## src/rtl/axi_rd_responder.sv

```systemverilog
// AXI read-channel responder: serves one AR burst at a time from a word-wide synchronous SRAM.
// Optional WRAP burst support is compiled in when AXI_RD_WRAP_EN is defined.
module axi_rd_responder #(
  parameter int ID_W   = 4,
  parameter int LEN_W  = 8,
  parameter int MEM_AW = 14
) (
  input  logic              clk,
  input  logic              rst,
  input  logic [ID_W-1:0]   arid,
  input  logic [31:0]       araddr,
  input  logic [LEN_W-1:0]  arlen,
  input  logic [2:0]        arsize,
  input  logic [1:0]        arburst,
  input  logic              arvalid,
  output logic              arready,
  output logic [ID_W-1:0]   rid,
  output logic [31:0]       rdata,
  output logic [1:0]        rresp,
  output logic              rlast,
  output logic              rvalid,
  input  logic              rready,
  output logic              sram_en,
  output logic [MEM_AW-1:0] sram_addr,
  input  logic [31:0]       sram_rdata
);

  typedef enum logic [1:0] {
    IDLE  = 2'd0,
    FETCH = 2'd1,
    DATA  = 2'd2
  } state_t;

  localparam logic [32:0] BYTE_LIMIT = 33'((64'd1 << MEM_AW) * 4);
  localparam logic [31:0] WORD_MAX   = 32'((64'd1 << MEM_AW) - 1);

  state_t            state_reg, state_next;
  logic [ID_W-1:0]   id_reg;
  logic [31:0]       addr_reg, addr_next;
  logic [LEN_W-1:0]  len_reg;
  logic [LEN_W-1:0]  beat_reg;
  logic [1:0]        burst_reg;
  logic              err_reg;
  logic              hold_reg;
  logic [31:0]       rdata_reg;

  logic              ar_hs;
  logic              r_hs;
  logic [31:0]       last_word;
  logic              size_err, start_err, incr_err, burst_err, ar_err;
  logic [31:0]       addr_inc;

  assign ar_hs = arvalid & arready;
  assign r_hs  = rvalid & rready;

  // Error classification is decided once, from the AR fields, and sticks for the whole burst.
  assign last_word = {2'b00, araddr[31:2]} + 32'(arlen);
  assign size_err  = (arsize != 3'b010);
  assign start_err = ({1'b0, araddr} >= BYTE_LIMIT);
  assign incr_err  = (arburst == 2'b01) && (last_word > WORD_MAX);

`ifdef AXI_RD_WRAP_EN
  logic wrap_len_ok;
  assign wrap_len_ok = (arlen == LEN_W'(1)) || (arlen == LEN_W'(3)) ||
                       (arlen == LEN_W'(7)) || (arlen == LEN_W'(15));
  assign burst_err   = (arburst == 2'b11) || ((arburst == 2'b10) && !wrap_len_ok);
`else
  assign burst_err   = arburst[1];
`endif

  assign ar_err   = size_err | start_err | incr_err | burst_err;
  assign addr_inc = addr_reg + 32'd4;

`ifdef AXI_RD_WRAP_EN
  // Container byte-offset mask is {len,2'b11} for power-of-two beat counts; bits above it stay put.
  logic [31:0] wrap_mask;
  logic [31:0] wrap_addr;
  assign wrap_mask = 32'({len_reg, 2'b11});
  generate
    for (genvar gi = 0; gi < 32; gi++) begin : g_wrap
      assign wrap_addr[gi] = wrap_mask[gi] ? addr_inc[gi] : addr_reg[gi];
    end
  endgenerate
`endif

  always_comb begin
    addr_next = addr_reg;
    case (burst_reg)
      2'b01:   addr_next = addr_inc;
`ifdef AXI_RD_WRAP_EN
      2'b10:   addr_next = wrap_addr;
`endif
      default: addr_next = addr_reg;
    endcase
  end

  // State register and burst context.
  always_ff @(posedge clk) begin
    if (rst) begin
      state_reg <= IDLE;
      id_reg    <= '0;
      addr_reg  <= '0;
      len_reg   <= '0;
      beat_reg  <= '0;
      burst_reg <= 2'b00;
      err_reg   <= 1'b0;
      hold_reg  <= 1'b0;
      rdata_reg <= '0;
    end else begin
      state_reg <= state_next;
      if (ar_hs) begin
        id_reg    <= arid;
        addr_reg  <= araddr;
        len_reg   <= arlen;
        beat_reg  <= '0;
        burst_reg <= arburst;
        err_reg   <= ar_err;
      end
      // SRAM output is only guaranteed for one cycle, so freeze it while the beat stalls.
      if (state_reg == DATA && !hold_reg) begin
        rdata_reg <= rdata;
        hold_reg  <= 1'b1;
      end
      if (r_hs) begin
        hold_reg <= 1'b0;
        if (!rlast) begin
          beat_reg <= beat_reg + 1'b1;
          addr_reg <= addr_next;
        end
      end
    end
  end

  always_comb begin
    state_next = state_reg;
    case (state_reg)
      IDLE:    if (ar_hs) state_next = FETCH;
      FETCH:   state_next = DATA;
      DATA:    if (r_hs) state_next = rlast ? IDLE : FETCH;
      default: state_next = IDLE;
    endcase
  end

  // Handshake outputs are masked during reset so nothing is offered while rst is high.
  always_comb begin
    arready   = 1'b0;
    rvalid    = 1'b0;
    rlast     = 1'b0;
    rresp     = 2'b00;
    sram_en   = 1'b0;
    sram_addr = addr_reg[MEM_AW+1:2];
    rid       = id_reg;
    rdata     = rdata_reg;
    case (state_reg)
      IDLE: begin
        arready = !rst;
      end
      FETCH: begin
        sram_en = !rst && !err_reg;
      end
      DATA: begin
        rvalid = !rst;
        rlast  = (beat_reg == len_reg);
        rresp  = err_reg ? 2'b10 : 2'b00;
        if (!hold_reg) rdata = err_reg ? 32'h0 : sram_rdata;
      end
      default: begin
        arready = 1'b0;
      end
    endcase
  end

endmodule

```

## config.mk

```make
export PLATFORM = sky130hd
export DESIGN_NAME = axi_rd_responder
export DESIGN_NICKNAME = d
export VERILOG_FILES = /design/src/rtl/axi_rd_responder.sv
export SDC_FILE = /design/constraint.sdc
export NUM_CORES = 1
export LEC_CHECK = 0
export BUFFER_PORTS_ARGS = -buffer_cell sky130_fd_sc_hd__buf_2
export CORE_MARGIN = 3
export CORE_UTILIZATION = 35
export CTS_BUF_LIST = sky130_fd_sc_hd__clkbuf_2 sky130_fd_sc_hd__clkbuf_4 sky130_fd_sc_hd__clkbuf_8
export DETAILED_ROUTE_END_ITERATION = 16
export GPL_TIMING_DRIVEN = 0
export SKIP_CTS_REPAIR_TIMING = 1
export SYNTH_ARGS = -nofsm -noshare
export SYNTH_HDL_FRONTEND = slang
export SYNTH_SLANG_ARGS = --single-unit
```

## constraint.sdc

```tcl
create_clock -name clk -period 2.5 [get_ports clk]
set_input_delay 0.5 -clock clk [delete_from_list [all_inputs] [get_ports clk]]
set_output_delay 0.5 -clock clk [all_outputs]
set_load 0.02 [all_outputs]
```

==> metrics.md, run 1 <==
| Metric | Value |
|---|---|
| Antenna fix cells | `0` |
| DR vias | `between 3000 and 4000` |
| Max_slew headroom | `approximately 55%` |
| EDFF count, synth | `0` |
| Status | `completed` |
| Type of origin of the critical path | `flip-flop` |
| Overflow after GRT | `0` |
| Area leader, netlist | `dfxtp_1` |
| Hold crit path type | `input port to flip-flop` |
| Area fraction of the dominant cell type after synthesis | `38.7%` |
| PnR worst setup slack | `0.131 ns` |
| Commonest cells in the netlist | `nand2_1, dfxtp_1, nand2b_1` |
| Initial antenna violation count | `0` |
| Die height | `between 100 and 150 um` |
| Final worst path period share | `between 90 and 100%` |
| RSZ-0062 raised after global routing | `no` |
| Flop and latch count out of synthesis | `72` |
| Mapped Nets | `approximately 550` |
| Hold_ws | `around 0.37 ns` |
| Initial Util | `36.0%` |
| Input/output buffers | `136` |
| Cell Area, Synth | `roughly 3700 um^2` |
| Post-synthesis sequential area ratio | `between 30% and 40%` |
| Via density | `between 5 and 6` |
| Worst-margin pin slew | `0.674 ns` |
| Place WS | `between 0.09 and 0.1 ns` |
| Routed WL | `11000 um` |
| Reg clk slew, reported paths | `approximately 0.080 ns` |
| Number of flip-flops in the largest register | `32` |
| Sink Count | `72` |
| Initial DRC Count | `176` |
| CP required | `2.00 ns` |
| Critical path peak fanout | `10` |
| Period minus WS final | `2.37 ns` |
| Leakage | `between 2 and 2.5 nW` |
| Critical path endpoint category | `output pin` |
| Final Hold Fails | `0` |
| Largest stage delay, worst path | `between 0.4 and 0.5 ns` |
| Fmax | `422 MHz` |
| Unique masters post-synth | `between 60 and 70` |
| DR pass1 iterations | `5` |
| Final Max Slew Viols | `0` |
| Syn. warnings | `0` |
| Top_reg_cell synth | `dfxtp_1` |
| # DRC | `0` |
| NumNets Final | `700` |
| Num CTS Buffers | `9` |
| Die area | `approximately 12000 um^2` |
| H-Tree Depth | `3` |
| Maximum VDD drop | `231 uV` |
| Antenna Nets Post-Route | `0` |
| Max cap viols | `0` |
| Pwr dens | `566 nW/um^2` |
| Clock Skew | `~0.0057 ns` |
| Largest net degree at the start of global routing | `15` |
| Root buf cell | `clkbuf_8` |
| Vias in the first global route | `around 3500` |
| Post-Synthesis Cells | `459` |
| Mean Syn Cell Area | `approximately 8 um^2` |
| Critical Path, Cell by Cell | `and2b_2, nand2b_2, buf_2, o21ai_0, buf_2` |
| Wirelength per Cell | `14.7 um` |
| Top cell by count, worst path | `buf_2` |
| Critical path type | `flip-flop to output pin` |
| Signal arrival time at the worst endpoint | `approximately 1.9 ns` |
| Clock Tree Buf Depth | `2` |
| # setup viols final | `0` |
| GPL Wtd Cong | `roughly 0.83` |
| I/O pins | `approximately 140` |
| Syn-to-layout area delta | `28.9%` |
| Core Area | `10300 um^2` |
| Synth top area cells | `dfxtp_1, nand2_1, nand2b_1` |
| First-pass GRT wire length | `approximately 17000 um` |
| Dpl hpwl | `~8400 um` |
| Asr flop ratio synth | `0%` |
| Tot GR Track Use | `18.4%` |
| Die width | `around 110 um` |
| Top-count cell post-synth | `nand2_1` |
| CP max-delay cell | `dfxtp_1` |
| Share of cells above drive strength 1 | `30.7%` |
| FP Rows | `37` |
| Clock Latency Late Sink | `~0.35 ns` |
| CTS tree | `done` |
cells by family after synthesis:
group / after synthesis / synth area share (%)
flip-flops: 72 / 38.7
multiplexers: 6 / 1.68
AND/OR/NAND/NOR: 233 / 33.5
buffers and inverters: 38 / 4.84
AO/OA/AOI/OAI: 91 / 15.4
other: 1 / 0.101
XOR/XNOR: 8 / 2.09
adder cells (fa/ha/maj): 10 / 3.57
final timing paths:
check	from	to	slack (ns)	cells after the start
worst min-delay path	rready	hold_reg	0.37	2
worst max-delay path	state_reg[1]	rdata[1]	0.13	5
worst min register to register	rid[1]	rid[1]	0.46	2
worst max register to register	beat_reg[2]	addr_reg[5]	0.44	6
cell usage in the layout (no fill, tap or decap), types with 4 or more instances in the layout:
| master | instances |
|---|---|
| nor2b_1 | 35 |
| mux2i_1 | 4 |
| nor2_1 | 20 |
| o21ai_1 | 22 |
| nor3_1 | 8 |
| clkbuf_8 | 9 |
| a21oi_1 | 18 |
| o21ai_0 | 14 |
| buf_2 | 143 |
| xnor2_1 | 7 |
| nand2_1 | 79 |
| a211oi_1 | 5 |
| nor4_1 | 6 |
| ha_1 | 9 |
| nand2b_1 | 36 |
| clkbuf_1 | 11 |
| dfxtp_1 | 71 |
| inv_1 | 9 |
| nand3_1 | 13 |
| nand4_1 | 6 |
critical path, delay by kind of cell (launching register included):
kind            cells  cell delay (ns)
simple gates        2             0.39
flops               1             0.43
compound gates      1             0.26
buf+inv             2             0.43
area by class of cell:
class                           count  area, um^2
Fill cell                        1084        5530
Multi-Input combinational cell    349        2110
Sequential cell                    72        1440
Timing Repair Buffer              136         681
Tap cell                          136         170
Buffer                             28         153
Clock buffer                        9         124
Clock inverter                      7        78.8
Inverter                            9        33.8
metal layers:
metal,vias to the layer above,GRT usage [%],part of all wire [%]
li1,1880,-,-
met3,18,2.72,8.0
met1,1731,24.7,46
met5,-,0,0
met2,154,29.4,45
met4,0,7.66,1.7
report_power, final:
group	total (mW)	internal, mW	switching (mW)
clock network	0.960	0.471	0.489
logic	0.509	0.206	0.303
registers	1.24	1.20	0.0443
total	2.71	1.88	0.836
through the flow:
stage / area, um^2 / power (mW) / TNS, ns / utilization, % / instances
floorplan: 3720 / 1.57 / 0 / - / 459
global placement: 4570 / 1.76 / 0 / 44.3 / 731
detailed placement: 4570 / 1.77 / 0 / 44.3 / 731
CTS: 4770 / 2.75 / -6.24 / 46.2 / 747
global route: 4790 / 2.86 / 0 / 46.4 / 746
finish: 4790 / 2.71 / 0 / 46.4 / 746
No activity file was read; power rests on OpenSTA's default activity.
==> run 2, diff against run 1 <==
- MAX_ROUTING_LAYER: unset -> met4
- SKIP_LAST_GASP: unset -> 1
- SLEW_MARGIN: unset -> 0
==> metrics.md, run 2 (synthesis gave the netlist of run 1 again) <==
| Metric | Value |
|---|---|
| Input/output buffers | `136 (unchanged)` |
| Syn-to-layout area delta | `28.6%` |
| Maximum VDD drop | `231 uV (about the same)` |
| Clock Skew | `0.00772 ns (+0.00206 ns)` |
| Sum Neg Setup Slack | `0 ns (unchanged)` |
| Status | `completed` |
| Final worst path period share | `95.7% (+0.92 points)` |
| Type of origin of the critical path | `flip-flop` |
| Final Max Slew Viols | `0 (unchanged)` |
| Die height | `109 um (unchanged)` |
| Most common cell after layout, fill and taps aside | `buf_2` |
| Critical path peak fanout | `10 (unchanged)` |
| Dpl hpwl | `8360 um (unchanged)` |
| Clock Latency Late Sink | `0.37 ns (+0.02 ns)` |
| Largest net degree at the start of global routing | `15 (unchanged)` |
| NumNets Final | `700 (unchanged)` |
| Wirelength per Cell | `14.8 um (+0.46%)` |
| Critical path endpoint category | `output pin` |
| Die width | `109 um (unchanged)` |
| Die area | `11900 um^2 (unchanged)` |
| Non-Filler Instances | `746 (unchanged)` |
| FP Rows | `37 (unchanged)` |
| Fmax | `418 MHz (-0.96%)` |
| Via density | `5.08 (+0.24%)` |
| Leakage | `2.08 nW (-0.27%)` |
| Period minus WS final | `2.39 ns (+0.0231 ns)` |
| Commonest cells after routing, fill and taps aside | `buf_2, nand2_1, dfxtp_1` |
| Max cap viols | `0 (unchanged)` |
| CP max-delay cell | `dfxtp_1` |
| CTS tree | `done` |
| Hold crit path type | `input port to flip-flop` |
| Critical Path, Cell by Cell | `and2b_2, nand2b_2, clkbuf_2, o21ai_0, buf_2` |
| Signal arrival time at the worst endpoint | `1.89 ns (+0.02 ns)` |
| RSZ-0062 raised after global routing | `yes` |
| H-Tree Depth | `3 (unchanged)` |
| Clock Tree Buf Depth | `2 (unchanged)` |
| Tot GR Track Use | `18.9% (+0.53 points)` |
| Reg clk slew, reported paths | `0.08 ns (about the same)` |
| Sink Count | `72 (unchanged)` |
| CP required | `2.00 ns (about the same)` |
| Antenna Nets Post-Route | `0 (unchanged)` |
| # setup viols final | `0 (unchanged)` |
| Largest stage delay, worst path | `0.43 ns (about the same)` |
| Overflow after GRT | `0 (unchanged)` |
| Vias in the first global route | `3474 (unchanged)` |
| Initial DRC Count | `211 (+20%)` |
| Pwr dens | `569 nW/um^2 (+0.49%)` |
| GPL Wtd Cong | `0.843 (+1.5%)` |
| Final Hold Fails | `0 (unchanged)` |
| Root buf cell | `clkbuf_8` |
| Power, Total | `2.72 mW (+0.28%)` |
| I/O pins | `141 (unchanged)` |
| DR pass1 iterations | `4 (-1)` |
| # DRC | `0 (unchanged)` |
| Share of cells above drive strength 1 | `30.3% (-0.33 points)` |
| Antenna fix cells | `0 (unchanged)` |
| Max_slew headroom | `54.8% (-0.070 points)` |
| Core Area | `10300 um^2 (unchanged)` |
| Initial antenna violation count | `0 (unchanged)` |
| Number of flip-flops in the largest register | `32 (unchanged)` |
| DR vias | `3792 (+0.24%)` |
| Initial Util | `36.0% (unchanged)` |
| Worst-margin pin slew | `0.675 ns (+0.00104 ns)` |
| Critical path type | `flip-flop to output pin` |
| Cell count after placement | `731 (unchanged)` |
| Num CTS Buffers | `9 (unchanged)` |
| Fin util | `46.3% (-0.097 points)` |
| Routed WL | `11000 um (+0.46%)` |
| First-pass GRT wire length | `17200 um (about the same)` |
[run 2: cell count changes in the layout (fill, tap and decap cells not counted)]
cell | previous run | this run
clkbuf_4 | 2 | 0
o21ai_2 | 1 | 0
o21ai_0 | 14 | 17
o21ai_1 | 22 | 20
dfxtp_2 | 1 | 0
buf_2 | 143 | 145
dfxtp_1 | 71 | 72
[run 2: stage by stage]
step / setup WS [ns] / instance area, um^2 / hold WS, ns
floorplan: 0.409 / 3720 / 0.437
global placement: 0.140 / 4570 / 0.442
detailed placement: 0.0979 / 4570 / 0.447
CTS: -0.253 / 4770 / 0.349
global route: -0.0637 / 4780 / 0.371
finish: 0.108 / 4780 / 0.355
[run 2: metal layers]
layer	wire length [um]	vias to the layer above	global-route usage [%]
met3	892	13	2.66
met4	163	0	7.66
met1	4970	1738	24.7
met2	4980	161	29.4
li1	-	1880	-
met5	0	-	-
[run 2: final timing paths]
path,startpoint,end,slack [ns],depth (start not counted)
min,rready,hold_reg,0.36,2
min reg2reg,rid[1],rid[1],0.46,2
max reg2reg,beat_reg[2],addr_reg[5],0.44,6
max,state_reg[1],rdata[16],0.11,5
[run 2: worst max-delay path, delay by kind of cell, from the launching register on]
family,cells,cell delay (ns)
DFF,1,0.43
AOI/OAI and AO/OA,1,0.27
and+or+nand+nor,2,0.38
buffers and inverters,2,0.44
[run 2: area by class of cell]
type	instances	area [um^2]
clock buffer	9	124
timing repair buffer	136	681
inverter	9	33.8
buffer	28	148
clock inverter	7	78.8
sequential	72	1440
fill	1085	5540
multi-input combinational	349	2110
tap	136	170
[run 2: report_power, final]
part	internal (mW)	switching [mW]	total, mW
clock	0.471	0.499	0.970
combinational	0.205	0.302	0.507
sequential	1.20	0.0440	1.24
total	1.88	0.846	2.72
